`config.mk`:
```
export PLATFORM = sky130hd
export DESIGN_NAME = mailbox_responder_flat
export DESIGN_NICKNAME = d
export VERILOG_FILES = /design/src/rtl/mailbox_responder_pkg.sv /design/src/rtl/mailbox_responder_if.sv /design/src/rtl/sync_byte_fifo.sv /design/src/rtl/mailbox_responder.sv /design/src/flat_wrapper.sv
export SDC_FILE = /design/constraint.sdc
export NUM_CORES = 1
export LEC_CHECK = 0
export ABC_AREA = 1
export CAP_MARGIN = 20
export CORE_MARGIN = 10
export CORE_UTILIZATION = 30
export DETAILED_ROUTE_END_ITERATION = 10
export PLACE_DENSITY = 0.59
export RECOVER_POWER = 50
export SYNTH_ARGS = -nofsm -noshare
export SYNTH_HDL_FRONTEND = slang
export SYNTH_SLANG_ARGS = --single-unit
```
`constraint.sdc`:
```
create_clock -name clock -period 2.6 [get_ports clock]
set_input_delay 0.65 -clock clock [delete_from_list [all_inputs] [get_ports clock]]
set_output_delay 0.65 -clock clock [all_outputs]
set_load 0.1 [all_outputs]
```
`src/rtl/mailbox_responder_pkg.sv`:
```
// Shared constants and payload types for the mailbox responder.
// Holds the register map, the STATUS word layout and the CONTROL bit positions.
package mailbox_responder_pkg;

  localparam int unsigned WORD_W = 32;
  localparam int unsigned OFFS_W = 2;
  localparam int unsigned STRB_W = 4;
  localparam int unsigned BYTE_W = 8;

  // Word offsets decoded from CPU address[3:2]
  typedef enum logic [OFFS_W-1:0] {
    MBOX_DATA    = 2'd0,
    MBOX_STATUS  = 2'd1,
    MBOX_CONTROL = 2'd2,
    MBOX_RSVD    = 2'd3
  } mbox_reg_e;

  // CONTROL write bits
  localparam int unsigned CTRL_CLR_OVF  = 0;
  localparam int unsigned CTRL_FLUSH_RX = 1;
  localparam int unsigned CTRL_FLUSH_TX = 2;

  // STATUS read word, MSB first
  typedef struct packed {
    logic [7:0] rsvd_hi;
    logic [7:0] tx_count;
    logic [7:0] rx_count;
    logic [1:0] rsvd_lo;
    logic       tx_overflow;
    logic       rx_overflow;
    logic       tx_full;
    logic       tx_empty;
    logic       rx_full;
    logic       rx_empty;
  } mbox_status_t;

endpackage

```
`src/rtl/mailbox_responder_if.sv`:
```
// CPU word-bus connection between the core (master) and the mailbox (slave).
// Signals: select, address, bus_data_in, data_strobes, read, write from the
// master; bus_data_out and bus_error back from the slave.
interface mailbox_responder_if;
  import mailbox_responder_pkg::*;

  logic              select;
  logic [OFFS_W-1:0] address;
  logic [WORD_W-1:0] bus_data_in;
  logic [WORD_W-1:0] bus_data_out;
  logic [STRB_W-1:0] data_strobes;
  logic              read;
  logic              write;
  logic              bus_error;

  modport master (
    output select, address, bus_data_in, data_strobes, read, write,
    input  bus_data_out, bus_error
  );

  modport slave (
    input  select, address, bus_data_in, data_strobes, read, write,
    output bus_data_out, bus_error
  );

endinterface

```
`src/rtl/sync_byte_fifo.sv`:
```
// Single-clock byte FIFO with flush.
// Ports: clock, reset (async active-low); push_i/pop_i/flush_i requests;
// data_i write byte; data_o head byte; full_o, empty_o, count_o occupancy.
// Push is ignored when full, pop when empty; flush overrides both.
module sync_byte_fifo #(
  parameter int unsigned DEPTH_LOG2 = 4
) (
  input  logic                  clock,
  input  logic                  reset,
  input  logic                  push_i,
  input  logic                  pop_i,
  input  logic                  flush_i,
  input  logic [7:0]            data_i,
  output logic [7:0]            data_o,
  output logic                  full_o,
  output logic                  empty_o,
  output logic [DEPTH_LOG2:0]   count_o
);

  localparam int unsigned DEPTH = 1 << DEPTH_LOG2;
  localparam int unsigned CNT_W = DEPTH_LOG2 + 1;

  logic [7:0]            mem_q [DEPTH];
  logic [DEPTH_LOG2-1:0] wr_ptr_q, wr_ptr_d;
  logic [DEPTH_LOG2-1:0] rd_ptr_q, rd_ptr_d;
  logic [CNT_W-1:0]      count_q, count_d;
  logic                  push_ok, pop_ok;

  assign full_o  = (count_q == CNT_W'(DEPTH));
  assign empty_o = (count_q == '0);
  assign count_o = count_q;
  assign data_o  = mem_q[rd_ptr_q];

  // Pointer/count next state; pointers wrap naturally at DEPTH
  always_comb begin
    push_ok  = push_i & ~full_o & ~flush_i;
    pop_ok   = pop_i & ~empty_o & ~flush_i;
    wr_ptr_d = wr_ptr_q;
    rd_ptr_d = rd_ptr_q;
    count_d  = count_q;
    if (flush_i) begin
      wr_ptr_d = '0;
      rd_ptr_d = '0;
      count_d  = '0;
    end else begin
      if (push_ok) wr_ptr_d = wr_ptr_q + DEPTH_LOG2'(1);
      if (pop_ok)  rd_ptr_d = rd_ptr_q + DEPTH_LOG2'(1);
      count_d = count_q + CNT_W'(push_ok) - CNT_W'(pop_ok);
    end
  end

  always_ff @(posedge clock or negedge reset) begin
    if (!reset) begin
      wr_ptr_q <= '0;
      rd_ptr_q <= '0;
      count_q  <= '0;
    end else begin
      wr_ptr_q <= wr_ptr_d;
      rd_ptr_q <= rd_ptr_d;
      count_q  <= count_d;
    end
  end

  // Storage is not reset; stale entries are never visible through empty_o
  always_ff @(posedge clock) begin
    if (push_ok) mem_q[wr_ptr_q] <= data_i;
  end

endmodule

```
`src/rtl/mailbox_responder.sv`:
```
// Zero-wait-state bus target exposing a CPU-writable TX byte FIFO and a
// CPU-readable RX byte FIFO.
// Ports: clock, reset (async active-low); bus (slave side of the CPU word
// bus, bus_data_out and bus_error combinational); rx_data/rx_valid/rx_ready
// from the external producer; tx_data/tx_valid/tx_ready to the consumer.
module mailbox_responder
  import mailbox_responder_pkg::*;
#(
  parameter int unsigned DEPTH_LOG2 = 4
) (
  input  logic                 clock,
  input  logic                 reset,
  mailbox_responder_if.slave   bus,
  input  logic [7:0]           rx_data,
  input  logic                 rx_valid,
  output logic                 rx_ready,
  output logic [7:0]           tx_data,
  output logic                 tx_valid,
  input  logic                 tx_ready
);

  logic [7:0]          rx_head, tx_head;
  logic                rx_full, rx_empty, tx_full, tx_empty;
  logic [DEPTH_LOG2:0] rx_count, tx_count;

  logic      rx_ovf_q, rx_ovf_d, tx_ovf_q, tx_ovf_d;
  mbox_reg_e reg_sel;
  logic      access, illegal, rd_ok, wr_ok, ctrl_wr;
  logic      rx_pop, tx_push_req, clr_ovf, rx_flush, tx_flush;
  logic      rx_ovf_evt, tx_ovf_evt;
  mbox_status_t status;
  logic      unused_bus_bits;

  assign reg_sel         = mbox_reg_e'(bus.address);
  assign unused_bus_bits = ^{bus.bus_data_in[WORD_W-1:BYTE_W], bus.data_strobes[STRB_W-1:1]};

  // Access decode; an illegal access suppresses every bus side effect
  always_comb begin
    access  = bus.select & (bus.read | bus.write);
    illegal = (bus.read & bus.write)
            | (reg_sel == MBOX_RSVD)
            | (bus.write & (reg_sel == MBOX_STATUS))
            | (bus.write & ~bus.data_strobes[0]);
    bus.bus_error = access & illegal;
    rd_ok   = bus.select & bus.read  & ~bus.bus_error;
    wr_ok   = bus.select & bus.write & ~bus.bus_error;
    ctrl_wr = wr_ok & (reg_sel == MBOX_CONTROL);

    rx_pop      = rd_ok & (reg_sel == MBOX_DATA) & ~rx_empty;
    tx_push_req = wr_ok & (reg_sel == MBOX_DATA);
    clr_ovf     = ctrl_wr & bus.bus_data_in[CTRL_CLR_OVF];
    rx_flush    = ctrl_wr & bus.bus_data_in[CTRL_FLUSH_RX];
    tx_flush    = ctrl_wr & bus.bus_data_in[CTRL_FLUSH_TX];

    // Flush swallows the concurrent push without counting it as overflow
    rx_ovf_evt = rx_valid & rx_full & ~rx_flush;
    tx_ovf_evt = tx_push_req & tx_full & ~tx_flush;
    // A new event wins over a same-cycle clear
    rx_ovf_d = (rx_ovf_q & ~clr_ovf) | rx_ovf_evt;
    tx_ovf_d = (tx_ovf_q & ~clr_ovf) | tx_ovf_evt;
  end

  // STATUS word and read-data mux
  always_comb begin
    status             = '0;
    status.rx_empty    = rx_empty;
    status.rx_full     = rx_full;
    status.tx_empty    = tx_empty;
    status.tx_full     = tx_full;
    status.rx_overflow = rx_ovf_q;
    status.tx_overflow = tx_ovf_q;
    status.rx_count    = 8'(rx_count);
    status.tx_count    = 8'(tx_count);

    bus.bus_data_out = '0;
    if (rd_ok) begin
      case (reg_sel)
        MBOX_DATA:   if (!rx_empty) bus.bus_data_out = {1'b1, 23'b0, rx_head};
        MBOX_STATUS: bus.bus_data_out = status;
        default:     bus.bus_data_out = '0;
      endcase
    end
  end

  always_ff @(posedge clock or negedge reset) begin
    if (!reset) begin
      rx_ovf_q <= 1'b0;
      tx_ovf_q <= 1'b0;
    end else begin
      rx_ovf_q <= rx_ovf_d;
      tx_ovf_q <= tx_ovf_d;
    end
  end

  assign rx_ready = ~rx_full;
  assign tx_valid = ~tx_empty;
  assign tx_data  = tx_valid ? tx_head : 8'h00;

  sync_byte_fifo #(.DEPTH_LOG2(DEPTH_LOG2)) u_rx_fifo (
    .clock   (clock),
    .reset   (reset),
    .push_i  (rx_valid & rx_ready),
    .pop_i   (rx_pop),
    .flush_i (rx_flush),
    .data_i  (rx_data),
    .data_o  (rx_head),
    .full_o  (rx_full),
    .empty_o (rx_empty),
    .count_o (rx_count)
  );

  sync_byte_fifo #(.DEPTH_LOG2(DEPTH_LOG2)) u_tx_fifo (
    .clock   (clock),
    .reset   (reset),
    .push_i  (tx_push_req),
    .pop_i   (tx_valid & tx_ready),
    .flush_i (tx_flush),
    .data_i  (bus.bus_data_in[7:0]),
    .data_o  (tx_head),
    .full_o  (tx_full),
    .empty_o (tx_empty),
    .count_o (tx_count)
  );

endmodule

```
`src/flat_wrapper.sv`:
```
// flat-port wrapper written by rule: the top's interface ports become plain ports
module mailbox_responder_flat import mailbox_responder_pkg::*;
#(
  parameter int unsigned DEPTH_LOG2 = 4
)
  (clock, reset, rx_data, rx_valid, rx_ready, tx_data, tx_valid, tx_ready, bus_select, bus_address, bus_bus_data_in, bus_data_strobes, bus_read, bus_write, bus_bus_data_out, bus_bus_error);
  mailbox_responder_if bus_i ();
  input  logic clock;
  input  logic reset;
  input  logic [7:0] rx_data;
  input  logic rx_valid;
  output logic rx_ready;
  output logic [7:0] tx_data;
  output logic tx_valid;
  input  logic tx_ready;
  input wire logic [$bits(bus_i.select)-1:0] bus_select;
  input wire logic [$bits(bus_i.address)-1:0] bus_address;
  input wire logic [$bits(bus_i.bus_data_in)-1:0] bus_bus_data_in;
  input wire logic [$bits(bus_i.data_strobes)-1:0] bus_data_strobes;
  input wire logic [$bits(bus_i.read)-1:0] bus_read;
  input wire logic [$bits(bus_i.write)-1:0] bus_write;
  output wire logic [$bits(bus_i.bus_data_out)-1:0] bus_bus_data_out;
  output wire logic [$bits(bus_i.bus_error)-1:0] bus_bus_error;
  assign bus_i.select = bus_select;
  assign bus_i.address = bus_address;
  assign bus_i.bus_data_in = bus_bus_data_in;
  assign bus_i.data_strobes = bus_data_strobes;
  assign bus_i.read = bus_read;
  assign bus_i.write = bus_write;
  assign bus_bus_data_out = bus_i.bus_data_out;
  assign bus_bus_error = bus_i.bus_error;
  mailbox_responder #(.DEPTH_LOG2(DEPTH_LOG2)) u_core (.clock(clock), .reset(reset), .bus(bus_i), .rx_data(rx_data), .rx_valid(rx_valid), .rx_ready(rx_ready), .tx_data(tx_data), .tx_valid(tx_valid), .tx_ready(tx_ready));
endmodule
```
Yosys cells after proc, flatten, opt, wreduce, memory -nomap -nowiden
Memories as Yosys holds them, arrays and structs flattened.
Index checks and enable logic that the tools add are counted.
W data, S select, Z words.

storage, ports and cells
  flip-flop bits (word level) = 28
  RAM bits = 256
  input bits = 53
  output and inout port bits = 43
  word-level logic and storage cells = 95
  memories kept = 2

memory list
  memory                  depth  bits a word  rd ports  clocked after Yosys merged registers in  wr ports  line                  text
  u_core.u_rx_fifo.mem_q  16     8            1         0                                        1         sync_byte_fifo.sv:23  logic [7:0] mem_q [DEPTH];
  u_core.u_tx_fifo.mem_q  16     8            1         0                                        1         sync_byte_fifo.sv:23

cells by class
  add/subtract/negate cells = 8
  eq/ne operators = 5
  multiplexer cells = 18
  bitwise logic cells = 47
  reduce and logical (&&, ||, !) cells = 7

operator list
  cell                   number
  $mux W32               2
  $pmux W32 S2           1
  $and A1 B1 Y1          32
  $mux W4                8
  $add A4 B1 Y4 const B  4
  $add A5 B1 Y5          2
  $eq A5 B5 Y1 const B   2
  $logic_not A5 Y1       2
  $mux W5                2
  $sub A5 B1 Y5          2
  $not A1 Y1             9
  $mux W8                1
  $reduce_bool A2 Y1     4
  $or A1 B1 Y1           6
  $eq A2 B2 Y1 const B   2
  $mux W1                4
  $eq A2 B1 Y1 const B   1
  $logic_not A2 Y1       1

Depth between registers and ports, before layout
Gate-level depths: netlist of run 1.

  word-level depth = 14
  gate-level depth with buffers = 17
  gate-level depth less buffers = 17

By module
A second synthesis of run 1 with hierarchy kept.

second synthesis, totals
  cell total of the unflattened synthesis = 1,424
  area, all modules = 13,460.4 sq um

by module, submodules not included
  module             times used  cells each  area each (sq um)  sequential area each (sq um)
  sync_byte_fifo     2           655         6,422.4            4,169.0
  mailbox_responder  1           114         615.6              50.0

Least setup slack after synthesis of run 1
No wires, ideal clock.

  kind = input to output
  start = input bus_write
  end = output bus_bus_data_out[20]
  arrival time = 3,179 ps
  data required time = 1,950 ps
  path slack = -1,229 ps
  cell stages on the path = 4
  buffers on the path = 1
  cells stage by stage = inv_1 -> nand4_2 -> clkbuf_1 -> nor3_1

between the ends
  word-level cells in the longest chain between the ends = 8
  elaborated cells on any way between the ends = 12
  classes of those cells = mux (1); bitwise (11)

ends and longest elaborated chain
  what               line                     text
  from (decl)        flat_wrapper.sv:21       input wire logic [$bits(bus_i.write)-1:0] bus_write;
  $and A1 B1 Y1      mailbox_responder.sv:40  illegal = (bus.read & bus.write)
  $or A1 B1 Y1       mailbox_responder.sv:41  | (reg_sel == MBOX_RSVD)
  $or A1 B1 Y1       mailbox_responder.sv:42  | (bus.write & (reg_sel == MBOX_STATUS))
  $or A1 B1 Y1       mailbox_responder.sv:43  | (bus.write & ~bus.data_strobes[0]);
  $and A1 B1 Y1 (*)  mailbox_responder.sv:44  bus.bus_error = access & illegal;
  $not A1 Y1 (*)     mailbox_responder.sv:45  rd_ok = bus.select & bus.read & ~bus.bus_error;
  $and A1 B1 Y1 (*)  mailbox_responder.sv:45
  $mux W32 (*)       mailbox_responder.sv:76  if (rd_ok) begin
  to (decl)          flat_wrapper.sv:22       output wire logic [$bits(bus_i.bus_data_out)-1:0] bus_bus_data_out;

Mark *: on every way between the ends. The rest lies on a longest branch, timed or not.

Worst setup path after layout of run 1
  start = register u_core.u_rx_fifo.rd_ptr_q[0]
  end = output bus_bus_data_out[6]

between the ends
  word-level cells in the longest chain between the ends = 4

ends and longest elaborated chain
  what                    line                     text
  from (decl)             sync_byte_fifo.sv:25     logic [DEPTH_LOG2-1:0] rd_ptr_q, rd_ptr_d;
  from (signal assigned)  sync_byte_fifo.sv:59     rd_ptr_q <= rd_ptr_d;
  $mem_v2 Z16 W8          n/a
  $mux W32                mailbox_responder.sv:78  MBOX_DATA: if (!rx_empty) bus.bus_data_out = {1'b1, 23'b0, rx_head};
  $pmux W32 S2            mailbox_responder.sv:77  case (reg_sel)
  $mux W32                mailbox_responder.sv:76

No other way between the ends.

==> results of run 1 <==
[cells by family (layout without fill, tap and decap cells)]
logic type | after synthesis | in the layout | synth area share
XOR/XNOR | 6 | 6 | 0.00423
multiplexers | 8 | 8 | 0.00645
buffers and inverters | 140 | 347 | 0.0541
AND/OR/NAND/NOR | 501 | 501 | 0.167
other | 1 | 13 | 0.000302
AO/OA/AOI/OAI | 159 | 159 | 0.0670
flip-flops | 284 | 284 | 0.676
adder cells (fa/ha/maj) | 24 | 24 | 0.0254
[what timing repair did]
item / in CTS / in global routing
resized for setup: 116 / 153
gates cloned: 6 / 9
setup endpoints to repair: 30 / 25
pin swaps: 42 / 72
buffers inserted: 16 / 18
[flip-flops by register name, summed over array words and instances (netlist names)]
| name | flops |
|---|---|
| u_core.u_tx_fifo.rd_ptr_q | 4 |
| u_core.u_tx_fifo.wr_ptr_q | 4 |
| u_core.u_tx_fifo.mem_q | 128 |
| u_core.rx_ovf_q | 1 |
| u_core.u_rx_fifo.wr_ptr_q | 4 |
| u_core.u_rx_fifo.mem_q | 128 |
| u_core.u_tx_fifo.count_o | 5 |
| u_core.u_rx_fifo.rd_ptr_q | 4 |
| u_core.u_rx_fifo.count_o | 5 |
| u_core.tx_ovf_q | 1 |
[metrics by stage]
step / TNS, ns / cells / total power, mW / instance area (µm²)
6_report: -4.84 / 1874 / 18.3 / 17200
5_1_grt: -6.35 / 1874 / 19.2 / 17200
4_1_cts: -4.81 / 1852 / 17.4 / 16500
3_5_place_dp: -14.42 / 1776 / 12.2 / 14800
3_3_place_gp: -8.15 / 1776 / 12.1 / 14800
2_1_floorplan: -1.61 / 1135 / 9.91 / 12800
[layer usage]
| metal | GRT usage | share of wire | wire length [µm] | vias up |
|---|---|---|---|---|
| met2 | 0.210 | 0.48 | 16500 | 228 |
| met1 | 0.168 | 0.44 | 15000 | 4387 |
| li1 | - | - | - | 4219 |
| met4 | 0.0432 | 0.028 | 944 | 0 |
| met5 | 0 | 0 | 0 | - |
| met3 | 0.0201 | 0.047 | 1600 | 59 |
[power groups by stage]
stage	Clock, mW	Combinational (mW)	Sequential (mW)
floorplan	0	4.25	5.66
global placement	0	6.36	5.72
detailed placement	0	6.44	5.73
CTS	4.37	7.33	5.65
global route	4.53	8.95	5.70
finish	4.31	8.37	5.66
[placed cells by master (no fill, tap or decap), types with 40 or more instances in the layout]
master	netlist	routed
clkbuf_16	0	40
nor2_1	122	95
edfxtp_1	256	256
nand3_1	64	47
buf_4	24	88
nand2_1	273	211
o21ai_0	60	47
nand2_2	13	62
buf_12	0	49
inv_1	72	51
[final cells by class]
class / count / share of cell area
flip-flops and latches: 284 / 0.487
repair buffers: 206 / 0.142
well taps: 532 / 0.0386
clock inverters: 11 / 0.00762
multi-input cells: 711 / 0.255
clock buffers: 44 / 0.0496
inverters: 86 / 0.0209
[how the worst max path moves through the flow]
stage / to / slack, ns / cells after the start / from
6_report: bus_bus_data_out[6] / -0.35 / 10 / u_core.u_rx_fifo.rd_ptr_q[0]$_DFFE_PN0P_
5_1_grt: bus_bus_data_out[6] / -0.43 / 10 / u_core.u_rx_fifo.rd_ptr_q[0]$_DFFE_PN0P_
4_1_cts: bus_bus_data_out[4] / -0.36 / 12 / u_core.u_rx_fifo.rd_ptr_q[0]$_DFFE_PN0P_
3_5_place_dp: u_core.u_rx_fifo.count_o[4]$_DFF_PN0_ / -0.65 / 14 / bus_read
3_3_place_gp: u_core.u_rx_fifo.count_o[4]$_DFF_PN0_ / -0.60 / 14 / bus_read
2_1_floorplan: bus_bus_data_out[12] / -0.29 / 3 / bus_address[1]
[critical path, delay by kind of cell (launching register included)]
family	cells	cell delay, ns
AND/OR/NAND/NOR	4	0.29
flip-flops	1	0.48
buffers and inverters	4	0.58
AO/OA/AOI/OAI	2	0.38
==> run_results.csv, run 1 <==
group,metric,value,unit
yosys,ys_seq_elements,284,
status,outcome,"finished, violations left",
worst_setup_path,cpPeakStageDelay,0.48,ns
timing,hold_viol,0,
global_route,grt_pass1_wl,51.0,mm
global_route,grt_pass1_vias,8855,
worst_setup_path,rr_worst_depth,17,
drt,vias_per_cell,4.75,
timing,drv_slew,29,
drt,ant_nets,0,
floorplan,die_x,223,µm
yosys,yosysUniqueCellTypes,34,
yosys,seq_area_frac_synth,0.676,
drt,num_vias,8893,
timing,worstMarginPinSlew,1.66,ns
timing,fin_ws,-0.347,ns
cts,cts_sinks,284,
cts,clk_pin_slew,0.06,ns
hold_path,hp-start,"u_core.tx_ovf_q$_DFF_PN0_",
final_layout,seq_area,0.00839,mm²
drt,drt-wirelength-per-cell,18.2,µm
yosys,synth_area,0.0124,mm²
final_layout,diodes,0,
timing,max_freq,339,MHz
placed_design,place_ws,-0.649,ns
worst_setup_path,r2r_end,"u_core.u_tx_fifo.count_o[4]$_DFF_PN0_",
placed_design,post-dp-hpwl,20.6,mm
global_route,grt-ovfl-total,0,
final_layout,syn2layout_area_growth,38.9,%
timing,hold_slack,0.532,ns
worst_setup_path,crit_fanout,6,
timing,rsz0062_at_grt,"true",
worst_setup_path,crit_type,"reg2out",
worst_setup_path,crit_arrival,2.30,ns
power,p_switching,7.14,mW
yosys,synth_edf_count,256,
final_layout,multi_input_area,0.00439,mm²
yosys,synth.largest_area_cell,"edfxtp_1",
power,pwr-share-clk,0.235,
drt,dr.pass1.iters,5,
floorplan,dieArea,0.0499,mm²
worst_setup_path,start_kind,"flip-flop",
power,swShare,0.389,
timing,finalCriticalPeriod,2.95,ns
final_layout,final_nets,1396,
global_route,grt_max_degree,47,
power,ir_drop,0.673,mV
yosys,synth.area.top_cells,"edfxtp_1, nand2_1, dfrtp_1",
cts,numCtsBuffers,30,
cts,cts_tree,"yes",
yosys,ys.flop_type,"edfxtp_1",
timing,fin_skew,0.0123,ns
hold_path,worstHoldEndpoint,"u_core.tx_ovf_q$_DFF_PN0_",
cts,max-clock-path-buffers,3,
yosys,yosysWarnings,0,
drt,wl,34.1,mm
final_layout,fill_cells,3705,
cts,cts_max_level,1,
placed_design,io_buffers,55,
worst_setup_path,endpoint_kind,"output pin",
power,powerDensity,1060,mW/mm²
global_route,grt_usage,0.128,
worst_setup_path,worstPathCellList,"inv_8 > buf_6 > buf_6 > nand2_2 > nand3_2 > nand2_2 > a31oi_4 > nand2_2 > a21oi_4 > buf_12",
yosys,avgSynthCellArea,11.1,µm²
timing,setup_viol,17,
power,internal_power,11.2,mW
drt,remaining_drc_errors,0,
power,p_comb_frac,0.456,
power,p_leak,6.52,nW
yosys,yosysMostFrequentCell,"nand2_1",
placed_design,gp_congestion,0.820,
yosys,synth_cells,1123,
final_layout,final_util,0.422,
power,p_seq_frac,0.309,
cts,cts_root_buffer,"clkbuf_16",
worst_setup_path,cpMostUsedCell,"nand2_2",
worst_setup_path,required,1.95,ns
cts,ctsHoldBuffers,0,
timing,slew_headroom,-0.106,
hold_path,worstHoldPathType,"reg2reg",
hold_path,hold_depth,2,
cts,clock_latency,0.56,ns
worst_setup_path,slowest_stage,"dfrtp_2",
job,cap_violations,1,
worst_setup_path,reg2reg_slack,0.03,ns
global_route,antenna_found_initial,0,
floorplan,initial_core_util,0.304,
yosys,synth_common_cells,"nand2_1, edfxtp_1, nor2_1",
floorplan,rows,74,
floorplan,die_h,223,µm
status,violations,"capacitance limit, slew limit, setup timing",
yosys,synthDominantCellAreaShare,0.619,
worst_setup_path,r2r_start,"u_core.u_tx_fifo.count_o[3]$_DFF_PN0_",
final_layout,layout-drive-gt1-share,0.334,
drt,drt-initial-drc-count,669,
timing,min_period_over_period,1.13,
yosys,async_flop_share,0.0986,
floorplan,ioPinCount,96,
floorplan,coreArea,0.0408,mm²
No activity file was read; power rests on OpenSTA's default activity.
==> run 2, diff against run 1 <==
--- a/config.mk
+++ b/config.mk
@@ -10,7 +10,8 @@
 export CORE_MARGIN = 10
 export CORE_UTILIZATION = 30
 export DETAILED_ROUTE_END_ITERATION = 10
-export PLACE_DENSITY = 0.59
+export DONT_BUFFER_PORTS = 1
+export PLACE_DENSITY = 0.56
 export RECOVER_POWER = 50
 export SYNTH_ARGS = -nofsm -noshare
 export SYNTH_HDL_FRONTEND = slang
==> run_results.csv, run 2 (same netlist as run 1, synthesis figures left out) <==
group,metric,value,unit
floorplan,rows,74,
placed_design,gp_congestion,0.803,
global_route,grt-ovfl-total,0,
cts,cts_tree,"yes",
cts,numCtsBuffers,30,
power,p_leak,6.39,nW
timing,drv_slew,29,
floorplan,coreArea,0.0408,mm²
timing,hold_slack,0.180,ns
drt,wl,33.7,mm
global_route,grt_max_degree,29,
global_route,grt_pass1_vias,8719,
floorplan,die_h,223,µm
placed_design,placed_cell_area,0.0142,mm²
placed_design,dp.cells,1709,
timing,fin_ws,-0.317,ns
final_layout,layout-drive-gt1-share,0.325,
timing,max_freq,343,MHz
drt,drt-initial-drc-count,631,
placed_design,place_ws,-0.179,ns
drt,dr.pass1.iters,5,
cts,clock_latency,0.56,ns
power,powerDensity,1090,mW/mm²
hold_path,hp-start,"bus_bus_data_in[0]",
final_layout,final_util,0.412,
timing,worstMarginPinSlew,1.65,ns
timing,min_period_over_period,1.12,
floorplan,ioPinCount,96,
job,cap_violations,1,
final_layout,final_cells,1814,
worst_setup_path,crit_fanout,10,
final_layout,final_cell_mix,"edfxtp_1, nand2_1, nor2_1",
cts,cts_max_level,1,
timing,fin_skew,0.00970,ns
drt,remaining_drc_errors,0,
final_layout,stdcell_area,0.0168,mm²
floorplan,dieArea,0.0499,mm²
worst_setup_path,crit_type,"reg2out",
global_route,antenna_found_initial,1,
drt,ant_nets,0,
status,violations,"capacitance limit, slew limit, setup timing",
timing,rsz0062_at_grt,"true",
worst_setup_path,r2r_start,"u_core.u_tx_fifo.count_o[2]$_DFF_PN0_",
drt,num_vias,8675,
placed_design,io_buffers,0,
status,outcome,"finished, violations left",
global_route,grt_usage,0.130,
cts,cts_sinks,284,
worst_setup_path,required,1.95,ns
power,p_total,18.3,mW
hold_path,worstHoldPathType,"in2reg",
worst_setup_path,crit_arrival,2.27,ns
final_layout,diodes,0,
worst_setup_path,start_kind,"flip-flop",
floorplan,die_x,223,µm
final_layout,syn2layout_area_growth,35.6,%
floorplan,initial_core_util,0.304,
cts,clk_pin_slew,0.06,ns
worst_setup_path,startpoint,"u_core.u_rx_fifo.rd_ptr_q[0]$_DFFE_PN0P_",
final_layout,layout_commonest_cell,"edfxtp_1",
placed_design,post-dp-hpwl,20.0,mm
cts,cts_root_buffer,"clkbuf_16",
timing,tns,-4.45,ns
power,ir_drop,0.698,mV
timing,finalCriticalPeriod,2.92,ns
final_layout,final_nets,1335,
final_layout,reg.largest.list,"u_core.u_rx_fifo.mem_q (128), u_core.u_tx_fifo.mem_q (128)",
timing,slew_headroom,-0.102,
global_route,grt_pass1_wl,51.0,mm
drt,drt-wirelength-per-cell,18.6,µm
final_layout,fill_cells,3765,
cts,max-clock-path-buffers,3,
drt,vias_per_cell,4.78,
worst_setup_path,endpoint_kind,"output pin",
timing,setup_viol,18,
timing,hold_viol,0,
run 2: cell count changes in the layout (fill, tap and decap cells not counted), moves of 8 or more:
cell           delta
nor2_1            +8
nand2_2          -10
nand3_2           +9
o21ai_0           -9
clkbuf_1         -16
inv_2             -9
buf_6             -8
dlygate4sd3_1    -16
inv_1             +8
buf_4            -14
run 2: layout make-up:
type | instances | area (µm²) | area share
clock buffers | 46 | 882 | 0.0524
clock inverters | 10 | 106 | 0.00632
repair inverters | 1 | 11.3 | 0.000669
repair buffers | 144 | 2000 | 0.119
well taps | 532 | 666 | 0.0396
multi-input cells | 711 | 4390 | 0.261
inverters | 86 | 383 | 0.0228
flip-flops and latches | 284 | 8390 | 0.499
run 2: timing repair:
item,4_1_cts,5_1_grt
setup buffers,12,16
pin swaps,43,57
gates resized for setup,144,112
cloned,13,9
endpoints found under the hold margin,28,0
hold buffers,2,0
setup endpoints to repair,19,29
run 2: metal layers:
| metal | share of wire | track usage | routed length (µm) |
|---|---|---|---|
| met1 | 0.43 | 0.171 | 14700 |
| met2 | 0.48 | 0.210 | 16200 |
| met3 | 0.063 | 0.0259 | 2140 |
| met4 | 0.021 | 0.0412 | 706 |
| met5 | 0 | 0 | 0 |
run 2: report_power, final:
group	internal [mW]	switching, mW
combinational	3.27	5.11
clock	2.53	1.75
sequential	5.38	0.294
total	11.2	7.15
run 2: final timing paths:
check,cells after the start,end,slack (ns)
setup / recovery,12,bus_bus_data_out[4],-0.32
hold / removal,0,u_core.u_tx_fifo.mem_q[2][0]$_DFFE_PP_,0.18
setup reg to reg,17,u_core.u_tx_fifo.count_o[4]$_DFF_PN0_,-0.04
hold reg to reg,2,u_core.rx_ovf_q$_DFF_PN0_,0.52
max in group asynchronous,2,u_core.u_rx_fifo.rd_ptr_q[1]$_DFFE_PN0P_,0.45
min in group asynchronous,2,u_core.u_rx_fifo.count_o[3]$_DFF_PN0_,1.07
run 2: critical path, stage by stage (launching register included):
cell	delay (ns)
dfrtp_2	0.41
buf_12	0.16
inv_8	0.10
clkbuf_16	0.16
nand2_2	0.04
nand3_1	0.08
nand2_1	0.06
nor2_1	0.08
nand2_1	0.07
nand2_2	0.10
nand2_2	0.07
a21oi_4	0.16
buf_12	0.19
